[config.mk]
export PLATFORM = sky130hd
export DESIGN_NAME = packet_fifo
export DESIGN_NICKNAME = d
export VERILOG_FILES = /design/src/rtl/packet_fifo.sv
export SDC_FILE = /design/constraint.sdc
export NUM_CORES = 1
export LEC_CHECK = 0
export BUFFER_PORTS_ARGS = -buffer_cell sky130_fd_sc_hd__buf_4
export CORE_ASPECT_RATIO = 0.75
export CORE_MARGIN = 3
export CORE_UTILIZATION = 60
export CTS_CLUSTER_SIZE = 25
export DETAILED_ROUTE_END_ITERATION = 6
export PLACE_DENSITY_LB_ADDON = 0.25
export SLEW_MARGIN = 20
export SYNTH_ARGS = -nofsm -noshare
export SYNTH_HDL_FRONTEND = slang
export SYNTH_SLANG_ARGS = --single-unit
[constraint.sdc]
create_clock -name clk -period 4.27 [get_ports clk]
set_clock_uncertainty 0.05 [all_clocks]
set_input_delay 1.281 -clock clk [delete_from_list [all_inputs] [get_ports clk]]
set_output_delay 1.281 -clock clk [all_outputs]
set_load 0.02 [all_outputs]
[src/rtl/packet_fifo.sv]
// Packet FIFO between a traffic source and a mesh input port.
// First-word-fall-through, registered occupancy, no write bypass.
package noc_pkg;
  typedef struct packed {
    logic [7:0]  x_dest;
    logic [7:0]  y_dest;
    logic [15:0] payload;
  } packet_t;
endpackage

module packet_fifo
  import noc_pkg::*;
#(
  parameter int DEPTH = 4,
  parameter int PKT_W = $bits(packet_t)
) (
  input  logic             clk,
  input  logic             reset_n,
  input  logic             ce,
  input  logic [PKT_W-1:0] i_data,
  input  logic             i_data_val,
  input  logic             i_en,
  output logic [PKT_W-1:0] o_data,
  output logic             o_data_val,
  output logic             o_en
);

  localparam int AW = $clog2(DEPTH);
  localparam int CW = $clog2(DEPTH + 1);

  logic [PKT_W-1:0] mem_q [DEPTH];
  logic [AW-1:0]    rd_ptr_q, rd_ptr_d;
  logic [AW-1:0]    wr_ptr_q, wr_ptr_d;
  logic [CW-1:0]    cnt_q, cnt_d;
  logic             we, re;

  assign o_data     = mem_q[rd_ptr_q];
  assign o_data_val = (cnt_q != '0);
  assign o_en       = (cnt_q != CW'(DEPTH));

  // full blocks writes even when a pop happens in the same cycle
  assign we = ce & i_data_val & o_en;
  assign re = ce & i_en & o_data_val;

  always_comb begin
    rd_ptr_d = rd_ptr_q;
    wr_ptr_d = wr_ptr_q;
    cnt_d    = cnt_q;
    if (re) begin
      rd_ptr_d = (rd_ptr_q == AW'(DEPTH - 1)) ? '0 : rd_ptr_q + AW'(1);
    end
    if (we) begin
      wr_ptr_d = (wr_ptr_q == AW'(DEPTH - 1)) ? '0 : wr_ptr_q + AW'(1);
    end
    unique case (1'b1)
      we && !re: cnt_d = cnt_q + CW'(1);
      re && !we: cnt_d = cnt_q - CW'(1);
      default:   cnt_d = cnt_q;
    endcase
  end

  always_ff @(posedge clk or negedge reset_n) begin
    if (!reset_n) begin
      rd_ptr_q <= '0;
      wr_ptr_q <= '0;
      cnt_q    <= '0;
      for (int i = 0; i < DEPTH; i++) begin
        mem_q[i] <= '0;
      end
    end else begin
      if (we) begin
        mem_q[wr_ptr_q] <= i_data;
      end
      rd_ptr_q <= rd_ptr_d;
      wr_ptr_q <= wr_ptr_d;
      cnt_q    <= cnt_d;
    end
  end

endmodule

* Word-level counts from Yosys, hierarchy flattened *
Index checks and enable logic that the tools add are counted.

cells by class
  multiplexer cells = 9
  $add $sub $neg = 4
  reductions and logical operators = 7
  equal/unequal tests = 3
  $lt $le $gt $ge = 3
  bitwise operators = 6

operator list
  cell                 count
  $bwmux 128           1
  $mux 32              3
  $bmux 32 s2          1
  $demux 32 s2         1
  $ge 3x3->1 const B   2
  $not 2->3            2
  $pmux 3 s2           1
  $add 2x1->2 const B  2
  $and 1x1->1          4
  $eq 2x2->1 const B   2
  $mux 2               2
  $add 3x1->3 const B  1
  $logic_and 1x1->1    3
  $lt 3x1->1 const B   1
  $ne 3x3->1 const B   1
  $reduce_bool 3->1    1
  $sub 3x1->3 const B  1
  $logic_not 1->1      2
  $reduce_bool 2->1    1

storage, ports and cells
  output and inout bits = 34
  register bits = 135
  bits of input ports = 37

* Depth between registers and ports, before layout *
  depth after elaboration = 6
  mapped depth = 9

* Least setup slack after synthesis *
Ideal clock, no wire load.

  path type = reg2out
  start point = reg rd_ptr_q[0]
  end point = out o_data[10]
  path buffers = 2
  path slack = 1,510 ps
  stages on the path, launching flop included = 4
  arrival time = 1,429 ps
  cells stage by stage = dfrtp_1 buf_2 buf_2 mux4_2

on the way
  cells in the longest elaborated chain, start to end = 4

ends and longest elaborated chain
  what                                        RTL line  text
  from (decl)                                 32        logic [AW-1:0] rd_ptr_q, rd_ptr_d;
  from (signal assigned)                      74        rd_ptr_q <= rd_ptr_d;
  $not 2->3 (not written as such)             37        assign o_data = mem_q[rd_ptr_q];
  $bmux 32 s2                                 37
  $mux 32 (not written as such) (2 in a row)  37
  to (decl)                                   23        output logic [PKT_W-1:0] o_data,

Every way passes these cells. The select of a mux whose other input is x is not followed.

* Final worst setup path *
  start point = reg rd_ptr_q[0]
  end point = out o_data[29]

The elaborated chain is that of the path after synthesis.

==> impl_metrics.py <==
metrics = {
    "synthesis": {
        "synth_area_leaders": "dfrtp_1, mux2_2, mux4_2",
        "synth_nets": 394,
        "ys_types": 20,
        "synth_area_um2": 6020,
        "ys_async_sr_fraction_pct": 100,
        "yosysSeqAreaShare_pct": 56.1,
        "synth_flop_cell": "dfrtp_1",
        "yosysTopAreaCellShare_pct": 56.1,
        "synth_most_common_cell": "dfrtp_1",
        "ys_ff_latch": 135,
        "synthTopCellsByCount": "dfrtp_1, mux2_2, mux4_2",
        "yosys.area.top_type": "dfrtp_1",
        "ys_warn_count": 0,
        "synthCells": 350,
        "synth_edf_count": 0,
        "avgSynthCellArea_um2": 17.2,
    },
    "power": {
        "power_frac_seq_pct": 37.2,
        "p_clk_share_pct": 21.1,
        "swShare_pct": 32.0,
        "p_int_w": 0.00427,
        "p_comb_share_pct": 41.7,
        "power.leakage_nw": 3.15,
        "peakVddDrop_mv": 0.433,
        "powerDensity_nw_per_um2": 871,
        "power_switching_w": 0.00201,
    },
    "clocking": {
        "clkTransAtPathRegs_ps": 50,
        "postCtsSetupRepairBufs": 0,
        "postCtsResizedCells": 0,
        "h-tree-depth": 4,
        "cts_root_buffer": "clkbuf_16",
        "cts_hold_buffers": 0,
        "cts_tree": "built",
        "clk_latency_ps": 400,
        "cts_num_sinks": 135,
        "cts_max_path_buffers": 2,
        "numCtsBuffers": 17,
    },
    "global_route": {
        "grt_overflow": 0,
        "grt_max_degree": 64,
        "grt_antenna_before_repair": 0,
        "grt_pass1_vias": 3767,
        "grt_first_pass_wirelength_mm": 19.5,
        "grt_use_total_pct": 22.7,
    },
    "sta": {
        "fmax_mhz": 283,
        "rsz0062_at_grt": "no",
        "fin_tns_setup_ps": 0,
        "hold_viol": 0,
        "worst_pin_slew_ps": 784,
        "fin_crit_ps": 3530,
        "drv_slew": 0,
        "relSlewSlack_pct": 47.7,
        "setup_viol": 0,
        "fin_crit_sh_pct": 82.6,
    },
    "setup_path": {
        "reg2reg_depth": 9,
        "critPathLaunchType": "register",
        "crit_buf_inv": 2,
        "path_depth": 3,
        "cp_slowest_cell": "dfrtp_2",
        "cp_max_fo": 18,
        "r2r_end": "cnt_q[2]$_DFFE_PN0P_",
        "crit_path_end_kind": "output port",
        "path_cells": "buf_12 -> mux4_2 -> buf_4",
        "cpPeakStageDelay_ps": 780,
        "cp.required_ps": 2940,
        "arrival_ps": 2200,
        "crit_family": "flip-flops",
        "critical_path_class": "reg2out",
        "timing.rr.start": "cnt_q[0]$_DFFE_PN0P_",
        "r2r_slack_ps": 1810,
    },
    "layout": {
        "seqCellArea_um2": 3380,
        "antenna_cells_inserted": 0,
        "n_fill_cell": 568,
        "area_growth_syn_to_layout_pct": 19.7,
        "multi_input_area_um2": 2460,
        "fin_util_pct": 76.8,
        "nNetsFinal": 476,
        "fin_area_um2": 7200,
        "layout-drive-gt1-share_pct": 62.3,
    },
    "detailed_routing": {
        "finalWirelength_mm": 11.6,
        "drtIter0Drc": 195,
        "vias": 3331,
        "routedWlPerCell_um": 20.4,
        "ant_nets": 0,
        "via_per_inst": 5.83,
        "dr.pass1.iters": 4,
        "drc": 0,
    },
    "floorplan": {
        "die_area_um2": 11300,
        "fp.dieW_um": 122,
        "initial_core_util_pct": 64.1,
        "core_area_um2": 9380,
        "num_rows": 30,
        "die_h_um": 92.7,
        "ios": 71,
    },
    "min_path": {
        "hold_path.startpoint": "cnt_q[2]$_DFFE_PN0P_",
        "worst_hold_path.endpoint": "cnt_q[2]$_DFFE_PN0P_",
        "hold_depth": 1,
        "hold_path.class": "reg2reg",
    },
    "place": {
        "dp_hpwl_mm": 7.41,
        "routabilityCongestion": 0.715,
        "io_buffers": 70,
        "placed_area_um2": 6670,
    },
    "outcome": {
        "status": "finished, final reports clean",
    },
    "run": {
        "drv_cap": 0,
    },
}
[cell usage in the layout (no fill, tap or decap), types with 2 or more instances in the layout]
cell,synthesis,routed
nor2_1,3,3
clkbuf_1,3,7
clkbuf_8,0,3
ha_1,6,6
mux4_2,32,32
clkbuf_16,0,17
nor3b_4,1,5
buf_4,0,82
inv_1,8,8
xor2_1,2,2
mux2_2,131,131
dfrtp_1,135,134
[cell families after synthesis]
group / Yosys count / synth area share, %
XOR/XNOR: 3 / 0.437
multiplexers: 164 / 36.7
buffers and inverters: 28 / 3.35
AO/OA/AOI/OAI: 1 / 0.125
AND/OR/NAND/NOR: 12 / 1.71
adder cells (fa/ha/maj): 7 / 1.58
flip-flops: 135 / 56.1
[how the worst max path moves through the flow]
| stage | from | to |
|---|---|---|
| floorplan | rd_ptr_q[0]$_DFFE_PN0P_ | o_data[10] |
| global placement | ce | cnt_q[2]$_DFFE_PN0P_ |
| detailed placement | ce | mem_q[89]$_DFFE_PN0P_ |
| CTS | rd_ptr_q[0]$_DFFE_PN0P_ | o_data[29] |
| global route | rd_ptr_q[0]$_DFFE_PN0P_ | o_data[29] |
| finish | rd_ptr_q[0]$_DFFE_PN0P_ | o_data[29] |
[flip-flops by register name, summed over array words and instances, names as in the netlist]
name      count
mem_q       128
cnt_q         3
rd_ptr_q      2
wr_ptr_q      2
[cell type report]
cell class	instances	area share, %
timing repair buffer	83	8.82
inverter	8	0.417
clock inverter	3	0.591
sequential	135	46.9
tap	128	2.22
clock buffer	27	6.84
multi-input combinational	187	34.2
[worst register-to-register path, stage by stage, from the launching register on]
cell and delay (ps):
dfrtp_1 440, nor3b_4 550, nor2_1 190, inv_1 110, ha_1 180, inv_1 60, fa_1 380, xor2_1 150
nor2_1 110, xor2_1 160
[metal layers]
layer	global-route usage (%)	vias up	wire (µm)
met1	29.7	1786	5100
li1	-	1464	-
met3	6.04	11	550
met5	0	-	0
met2	37.8	70	5890
met4	6.72	0	92
[metrics by stage]
| step | std cells | hold WS (ps) | total power [W] | setup WS [ps] |
|---|---|---|---|---|
| CTS | 571 | 444 | 0.00634 | 690 |
| global route | 571 | 461 | 0.00663 | 603 |
| detailed placement | 541 | 434 | 0.00496 | 1090 |
| floorplan | 350 | 406 | 0.00406 | 1510 |
| global placement | 541 | 420 | 0.00485 | 1110 |
| finish | 571 | 437 | 0.00627 | 742 |
[power groups by stage]
stage | logic, W | registers [W] | clock network (W)
after CTS | 0.00265 | 0.00234 | 0.00135
after detailed placement | 0.00262 | 0.00234 | 0
after global routing | 0.00279 | 0.00242 | 0.00141
after global placement | 0.00255 | 0.00229 | 0
after floorplan | 0.00191 | 0.00215 | 0
final | 0.00262 | 0.00233 | 0.00132
Note: power is estimated with default switching activity, not from simulation.
